$ cat src/rtl/button_conditioner.sv
// Per-button conditioning: polarity fix, 2-FF synchronizer, debounce FSM, level and edge pulses.
// Define BUTTON_CONDITIONER_LONG_PRESS_EN to add a one-shot long-press pulse on btn_long.
module button_conditioner #(
  parameter int unsigned CLK_FREQ    = 25_000_000,
  parameter int unsigned NUM_BTN     = 4,
  parameter int unsigned DEBOUNCE_US = 10_000,
  parameter bit          ACTIVE_LOW  = 1'b1,
  parameter int unsigned HOLD_MS     = 1000
) (
  input  logic               clk,
  input  logic               rst,
  input  logic [NUM_BTN-1:0] btn_raw,
  output logic [NUM_BTN-1:0] btn_level,
  output logic [NUM_BTN-1:0] btn_press,
  output logic [NUM_BTN-1:0] btn_release,
  output logic [NUM_BTN-1:0] btn_long
);

  localparam int unsigned DEBOUNCE_CYCLES = CLK_FREQ / 1_000_000 * DEBOUNCE_US;
  localparam int unsigned HOLD_CYCLES     = CLK_FREQ / 1000 * HOLD_MS;
  localparam int unsigned CNT_W           = $clog2(DEBOUNCE_CYCLES);
  localparam logic [CNT_W-1:0] CNT_LAST   = CNT_W'(DEBOUNCE_CYCLES - 1);

  // Reject configurations the debounce window or button count cannot support.
  if (DEBOUNCE_CYCLES < 2 || NUM_BTN < 1 || NUM_BTN > 16 || HOLD_CYCLES < 1) begin : g_bad_cfg
    $error("button_conditioner: invalid parameter set");
  end

`ifdef BUTTON_CONDITIONER_LONG_PRESS_EN
  localparam int unsigned HOLD_W         = $clog2(HOLD_CYCLES + 1);
  localparam logic [HOLD_W-1:0] HOLD_MAX = HOLD_W'(HOLD_CYCLES);
`endif

  typedef enum logic [1:0] {
    S_IDLE,
    S_PRESS_WAIT,
    S_PRESSED,
    S_RELEASE_WAIT
  } state_e;

  logic [NUM_BTN-1:0] btn_in;
  logic [NUM_BTN-1:0] sync1_q;
  logic [NUM_BTN-1:0] sync2_q;

  assign btn_in = ACTIVE_LOW ? ~btn_raw : btn_raw;

  always_ff @(posedge clk) begin
    if (rst) begin
      sync1_q <= '0;
      sync2_q <= '0;
    end else begin
      sync1_q <= btn_in;
      sync2_q <= sync1_q;
    end
  end

  for (genvar i = 0; i < NUM_BTN; i++) begin : g_btn
    state_e           state_q, state_d;
    logic [CNT_W-1:0] cnt_q, cnt_d;
    logic             level_q, level_d;
    logic             press_q, press_d;
    logic             release_q, release_d;
    logic             sync;

    assign sync = sync2_q[i];

    always_ff @(posedge clk) begin
      if (rst) begin
        state_q   <= S_IDLE;
        cnt_q     <= '0;
        level_q   <= 1'b0;
        press_q   <= 1'b0;
        release_q <= 1'b0;
      end else begin
        state_q   <= state_d;
        cnt_q     <= cnt_d;
        level_q   <= level_d;
        press_q   <= press_d;
        release_q <= release_d;
      end
    end

    // Any opposite sample during a wait state drops back and restarts the window.
    always_comb begin
      state_d   = state_q;
      cnt_d     = cnt_q;
      press_d   = 1'b0;
      release_d = 1'b0;
      case (state_q)
        S_IDLE: begin
          if (sync) begin
            state_d = S_PRESS_WAIT;
            cnt_d   = CNT_W'(1);
          end
        end
        S_PRESS_WAIT: begin
          if (!sync) begin
            state_d = S_IDLE;
            cnt_d   = '0;
          end else if (cnt_q == CNT_LAST) begin
            state_d = S_PRESSED;
            cnt_d   = '0;
            press_d = 1'b1;
          end else begin
            cnt_d = cnt_q + CNT_W'(1);
          end
        end
        S_PRESSED: begin
          if (!sync) begin
            state_d = S_RELEASE_WAIT;
            cnt_d   = CNT_W'(1);
          end
        end
        S_RELEASE_WAIT: begin
          if (sync) begin
            state_d = S_PRESSED;
            cnt_d   = '0;
          end else if (cnt_q == CNT_LAST) begin
            state_d   = S_IDLE;
            cnt_d     = '0;
            release_d = 1'b1;
          end else begin
            cnt_d = cnt_q + CNT_W'(1);
          end
        end
        default: begin
          state_d = S_IDLE;
          cnt_d   = '0;
        end
      endcase
      level_d = (state_d == S_PRESSED) || (state_d == S_RELEASE_WAIT);
    end

    assign btn_level[i]   = level_q;
    assign btn_press[i]   = press_q;
    assign btn_release[i] = release_q;

`ifdef BUTTON_CONDITIONER_LONG_PRESS_EN
    logic [HOLD_W-1:0] hold_q, hold_d;
    logic              long_q, long_d;

    // Counts only while the press persists; the entry cycle and any release leave it at zero.
    always_comb begin
      hold_d = '0;
      long_d = 1'b0;
      if (level_q && level_d) begin
        if (hold_q == HOLD_MAX) begin
          hold_d = hold_q;
        end else begin
          hold_d = hold_q + HOLD_W'(1);
          long_d = (hold_d == HOLD_MAX);
        end
      end
    end

    always_ff @(posedge clk) begin
      if (rst) begin
        hold_q <= '0;
        long_q <= 1'b0;
      end else begin
        hold_q <= hold_d;
        long_q <= long_d;
      end
    end

    assign btn_long[i] = long_q;
`else
    assign btn_long[i] = 1'b0;
`endif
  end

endmodule
$ cat config.mk
export PLATFORM = sky130hd
export DESIGN_NAME = button_conditioner
export DESIGN_NICKNAME = d
export VERILOG_FILES = /design/src/rtl/button_conditioner.sv
export SDC_FILE = /design/constraint.sdc
export NUM_CORES = 1
export LEC_CHECK = 0
export BUFFER_PORTS_ARGS = -buffer_cell sky130_fd_sc_hd__buf_4
export CAP_MARGIN = 25
export CORE_ASPECT_RATIO = 1.25
export CORE_UTILIZATION = 40
export CTS_CLUSTER_DIAMETER = 60
export DETAILED_ROUTE_END_ITERATION = 16
export PLACE_DENSITY = 0.65
export SYNTH_ARGS = -nofsm -noshare
export SYNTH_HDL_FRONTEND = slang
export SYNTH_SLANG_ARGS = --single-unit
$ cat constraint.sdc
create_clock -name clk -period 1.9 [get_ports clk]
set_clock_uncertainty 0.05 [all_clocks]
set_input_delay 0.285 -clock clk [delete_from_list [all_inputs] [get_ports clk]]
set_output_delay 0.285 -clock clk [all_outputs]
set_load 0.01 [all_outputs]
==> impl_metrics.yaml, run 1 <==
floorplan:
  die_h_um: 124
  row_count: 44
  die_x_um: 99.7
  ios: 22
  initial_utilization_pct: 41.1
  die-area_um2: 12400
  core_um2: 11600
synth:
  synth_cell_types: 60
  yosysTopAreaCellShare_pct: 41.5
  synth_cells: 564
  seq_area_frac_synth_pct: 41.5
  synth_top_flop_cell: "dfxtp_1"
  synth.cell_area_um2: 4780
  synth_area_leader_cell: "dfxtp_1"
  ys_ff_latch: 99
  synthArstFlopShare_pct: 0
  netlist_top_cells_area: "dfxtp_1 41%, nand3_1 4.4%, nand2_1 4.3%"
  synth_edf_count: 0
  synth_warnings: 0
  postSynthAreaPerCell_um2: 8.47
pwr:
  powerDensity_nw_per_um2: 685
  finalPower_mw: 4.22
  p_leak_nw: 2.34
  ir_drop_mv: 0.324
layout:
  fillCellCount: 1040
  area_growth_pct: 29.1
  final_common_cell: "buf_4"
  drive_above_1_share_pct: 27.2
  final_cell_mix: "107 x buf_4, 88 x dfxtp_1, 55 x nand2_1"
  diodes: 0
  finalNetCount: 668
  fin_area_um2: 6170
  postLayoutCoreUtil_pct: 53.1
route:
  drt-vias-per-instance: 5.42
  first_pass_iters: 5
  drc_errors: 0
  drt-total-wl_mm: 11.3
  drtIter0Drc: 200
  wire_per_inst_um: 13.7
  via_count: 4459
  ant_nets: 0
grt:
  grt_pass1_wl_mm: 18.2
  antenna_found_initial: 0
  grt_overflow: 0
  grt_usage_pct: 18.3
  first_global_vias: 4132
  grt_start_max_net_pins: 16
timing:
  final-hold-violation-count: 0
  setup_viol: 1
  min_period_over_period_pct: 100
  rsz0062_at_grt: "true"
  tightest_slew_ns: 0.500
  max_slew_margin_pct: 66.4
  worst_slack_ns: -0.00117
  slew_viol_final: 0
  finalSetupTns_ns: -0.00117
  max_freq_mhz: 526
  min_period_ns: 1.90
clocking:
  clk_path_buf_depth: 2
  htreeDepth: 3
  cts_tree: "done"
  clkSlewWorstSetupHoldPaths_ns: 0.07
  cts_hold_buf: 0
  numCtsBuffers: 9
  clkLatencyLatePin_ns: 0.35
  clockRootBuffer: "clkbuf_16"
  cts_sinks: 99
worst_setup_path:
  setup.worst_path.class: "reg -> reg"
  worst_setup_path_start_kind: "flop"
  critical_path.endpoint_type: "flop"
  crit_fanout: 5
  crit_arrival_ns: 2.13
  crit_required_ns: 2.13
place:
  dpl.hpwl_mm: 7.93
  portBuffers: 17
  gp_congestion: 0.816
  placed_area_um2: 5540
job:
  cap_violations: 0
worst_hold_path:
  hold_class: "in -> reg"
outcome:
  violations: "negative setup slack"
  status: "complete, but fails checks"
-- cell type report --
type                    instances  area, um^2  area share [%]
repair buffers                112         853            13.8
multi-input cells             420        2740            44.4
flip-flops and latches         99        2000            32.4
well taps                     161         201            3.27
clock inverters                 4        75.1            1.22
inverters                      16        60.1           0.974
clock buffers                  11         243            3.94
-- worst max-delay path, cell delays in order, from the launching register on --
cell and delay, ns:
dfxtp_2 0.35, nor4b_2 0.25, nand3b_1 0.18, buf_4 0.19, or4_4 0.48, mux2i_4 0.22, nor2_2 0.11
-- logic make-up (layout without fill, tap and decap cells) --
family          count (synthesis)  count (layout)  share of synthesized area [%]
compound gates                125             125                           16.8
xor+xnor                       22              22                           4.19
fa+ha+maj                       4               4                           1.05
buf+inv                        48             143                           5.63
flops                          99              99                           41.5
mux                             6               6                           1.26
other cells                     1               4                         0.0785
simple gates                  259             259                           29.5
-- metrics by stage --
stage / setup slack [ns] / hold WS, ns / cells
after global routing: -0.0406 / 0.0358 / 823
after detailed placement: -0.0915 / 0.387 / 796
after floorplan: 0.0319 / 0.302 / 567
after CTS: 0.000464 / 0.0343 / 813
final: -0.00117 / 0.0375 / 823
after global placement: -0.269 / 0.367 / 795
-- state kept, by name, summed over array words and instances, names as in the netlist --
name and flops:
g_btn.cnt_q 72, g_btn.level_q 3, g_btn.press_q 4, g_btn.state_q 8, sync1_q 4, sync2_q 4, g_btn.release_q 4
-- where the power goes --
part,total (mW),switching (mW),internal [mW]
clock,1.95,0.772,1.18
combinational,0.159,0.0974,0.0612
sequential,2.11,0.0151,2.09
total,4.22,0.885,3.34
-- synth_stat cells, types with 8 or more instances --
cell type	count
nor3_1	25
a31oi_1	17
dfxtp_1	99
a22o_1	15
or3_1	8
xnor2_1	11
xor2_1	10
nor4b_1	9
o21ai_0	29
nand3_1	42
a21oi_1	34
nor4_1	10
buf_4	16
inv_1	16
nand2_1	55
nor2_1	40
nand4_1	15
and3_1	12
-- metal layers --
layer	share of wire (%)	up-vias	GRT usage, %
met1	45	2125	22.1
met2	51	70	31.8
met3	2.6	18	3.14
met4	1.6	0	8.18
met5	0	-	0
li1	-	2246	-
-- timing repair --
item | 4_1_cts | 5_1_grt
resized for setup | 14 | 37
pin swaps | 3 | 10
hold endpoints to repair | 0 | 0
gates cloned | 0 | 1
setup endpoints to repair | 29 | 48
setup buffers | 2 | 8
-- path summary, 6_finish.rpt --
| check | start | slack (ns) | end | depth (start not counted) |
|---|---|---|---|---|
| worst max-delay path | g_btn[2].cnt_q[9] | -0.001 | g_btn[2].level_q | 6 |
| worst min-delay path | btn_raw[2] | 0.04 | sync1_q[2] | 2 |
| worst max register to register | g_btn[2].cnt_q[9] | -0.001 | g_btn[2].level_q | 6 |
| worst min register to register | sync1_q[1] | 0.40 | sync2_q[1] | 1 |
(Power assumes the default switching activity.)
==> run 2, diff against run 1 <==
--- a/config.mk
+++ b/config.mk
@@ -8,10 +8,13 @@
 export BUFFER_PORTS_ARGS = -buffer_cell sky130_fd_sc_hd__buf_4
 export CAP_MARGIN = 25
 export CORE_ASPECT_RATIO = 1.25
+export CORE_MARGIN = 2
 export CORE_UTILIZATION = 40
 export CTS_CLUSTER_DIAMETER = 60
 export DETAILED_ROUTE_END_ITERATION = 16
 export PLACE_DENSITY = 0.65
+export RECOVER_POWER = 100
+export SKIP_LAST_GASP = 1
 export SYNTH_ARGS = -nofsm -noshare
 export SYNTH_HDL_FRONTEND = slang
 export SYNTH_SLANG_ARGS = --single-unit
==> run 2 against run 1 <==
The run still ends with negative setup slack left. Register-to-register slack got worse by 0.02 ns. Via count decreased by 0.54%. First-iteration DRC count increased by 17%. Global-route usage decreased by 0.27 points. Critical path depth decreased by 1. Final cell count increased by 0.36%. Largest cell class unchanged. Critical endpoint is now g_btn[3].cnt_q[5].
==> impl_metrics.yaml, run 2 (synthesis gave the netlist of run 1 again) <==
outcome:
  status: "complete, but fails checks"
  violations: "negative setup slack"
grt:
  grt_overflow: 0
  antenna_found_initial: 0
  grt_usage_pct: 18.0
  grt_start_max_net_pins: 20
  first_global_vias: 4093
  grt_pass1_wl_mm: 18.9
layout:
  final_common_cell: "dfxtp_1"
  drive_above_1_share_pct: 25.6
  regMostFlops: "g_btn.cnt_q"
  finalNetCount: 670
  final_cell_mix: "88 x dfxtp_1, 86 x buf_4, 54 x nand2_1"
  biggestRegsByFlops: "g_btn.cnt_q (72), g_btn.state_q (8)"
  postLayoutCoreUtil_pct: 52.9
  diodes: 0
  area_growth_pct: 28.7
  largest_reg_flops: 72
floorplan:
  die_h_um: 126
  die-area_um2: 12800
  core_um2: 11600
  initial_utilization_pct: 41.1
  ios: 22
  die_x_um: 102
  row_count: 44
clocking:
  clkLatencyLatePin_ns: 0.36
  clockRootBuffer: "clkbuf_16"
  numCtsBuffers: 9
  clkSlewWorstSetupHoldPaths_ns: 0.07
  cts_hold_buf: 0
  htreeDepth: 3
  cts_sinks: 99
  cts_tree: "done"
  clk_path_buf_depth: 2
pwr:
  ir_drop_mv: 0.432
  p_leak_nw: 2.28
  powerDensity_nw_per_um2: 673
worst_hold_path:
  hold_class: "in -> reg"
  hp-start: "btn_raw[3]"
  holdPathStages: 2
route:
  wire_per_inst_um: 13.9
  first_pass_iters: 4
  via_count: 4435
  drt-total-wl_mm: 11.5
  drt-vias-per-instance: 5.37
  drc_errors: 0
  drtIter0Drc: 233
  ant_nets: 0
place:
  portBuffers: 17
  dpl.hpwl_mm: 7.90
  gp_congestion: 0.844
  pre_cts_ws_ns: -0.0730
worst_setup_path:
  critical_path.endpoint_type: "flop"
  rr_startpoint: "g_btn[3].cnt_q[8]"
  crit_path_max_incr_delay_ns: 0.56
  slowest_stage: "or4b_4"
  crit_arrival_ns: 2.11
  reg2regPathDepth: 5
  setup.worst_path.class: "reg -> reg"
  crit_fanout: 6
  worst_setup_path_start_kind: "flop"
  crit_chain: "or4b_4 -> nor3_4 -> a211o_4 -> nor2_2 -> a221o_1"
  crit_start: "g_btn[3].cnt_q[8]"
  crit_required_ns: 2.09
timing:
  slew_viol_final: 0
  rsz0062_at_grt: "true"
  min_period_ns: 1.92
  min_period_over_period_pct: 101
  final-hold-violation-count: 0
  setup_viol: 6
  tightest_slew_ns: 0.607
  max_freq_mhz: 521
  finalSetupTns_ns: -0.0627
  worst_slack_ns: -0.0205
  max_slew_margin_pct: 59.5
job:
  cap_violations: 0
run 2: worst max-delay path: cells and delay by family, from the launching register on:
| family | cells | cell delay [ns] |
|---|---|---|
| AND/OR/NAND/NOR | 3 | 0.93 |
| AO/OA/AOI/OAI | 2 | 0.51 |
| flip-flops | 1 | 0.32 |
run 2: area by class of cell:
cell class	instances	area, um^2
clock buffers	9	225
multi-input cells	421	2770
fillers	1053	5470
flip-flops and latches	99	2000
clock inverters	7	76.3
well taps	161	201
repair buffers	113	818
inverters	16	60.1
run 2: metal layers:
layer	vias to the layer above	GRT usage, %	part of all wire (%)
met3	17	2.50	3.4
met1	2074	23.2	45
li1	2256	-	-
met2	88	30.1	50
met5	-	0	0
met4	0	7.15	2.0
run 2: worst paths after layout:
check	slack, ns	to
setup / recovery	-0.02	g_btn[3].cnt_q[5]
hold / removal	0.03	sync1_q[3]
setup reg to reg	-0.02	g_btn[3].cnt_q[5]
hold reg to reg	0.39	sync2_q[1]
run 2: timing repair:
action                                  in CTS  in global routing
pin swaps                                    2                 16
endpoints found under the setup margin      19                 50
cloned                                       0                  3
resized for setup                           11                 58
buffers inserted                             0                  7
run 2: through the flow:
stage | hold slack (ns) | cells | total power, mW | instance area, um^2
after floorplan | 0.302 | 567 | 2.24 | 4790
after global placement | 0.382 | 798 | 2.31 | 5560
after detailed placement | 0.378 | 799 | 2.31 | 5570
after CTS | 0.0231 | 815 | 4.16 | 5930
after global routing | 0.0278 | 826 | 4.29 | 6150
final | 0.0251 | 826 | 4.14 | 6150
run 2: power by group:
| group | internal [mW] | switching, mW |
|---|---|---|
| combinational | 0.0637 | 0.103 |
| clock | 1.03 | 0.837 |
| sequential | 2.09 | 0.0152 |
| total | 3.18 | 0.955 |
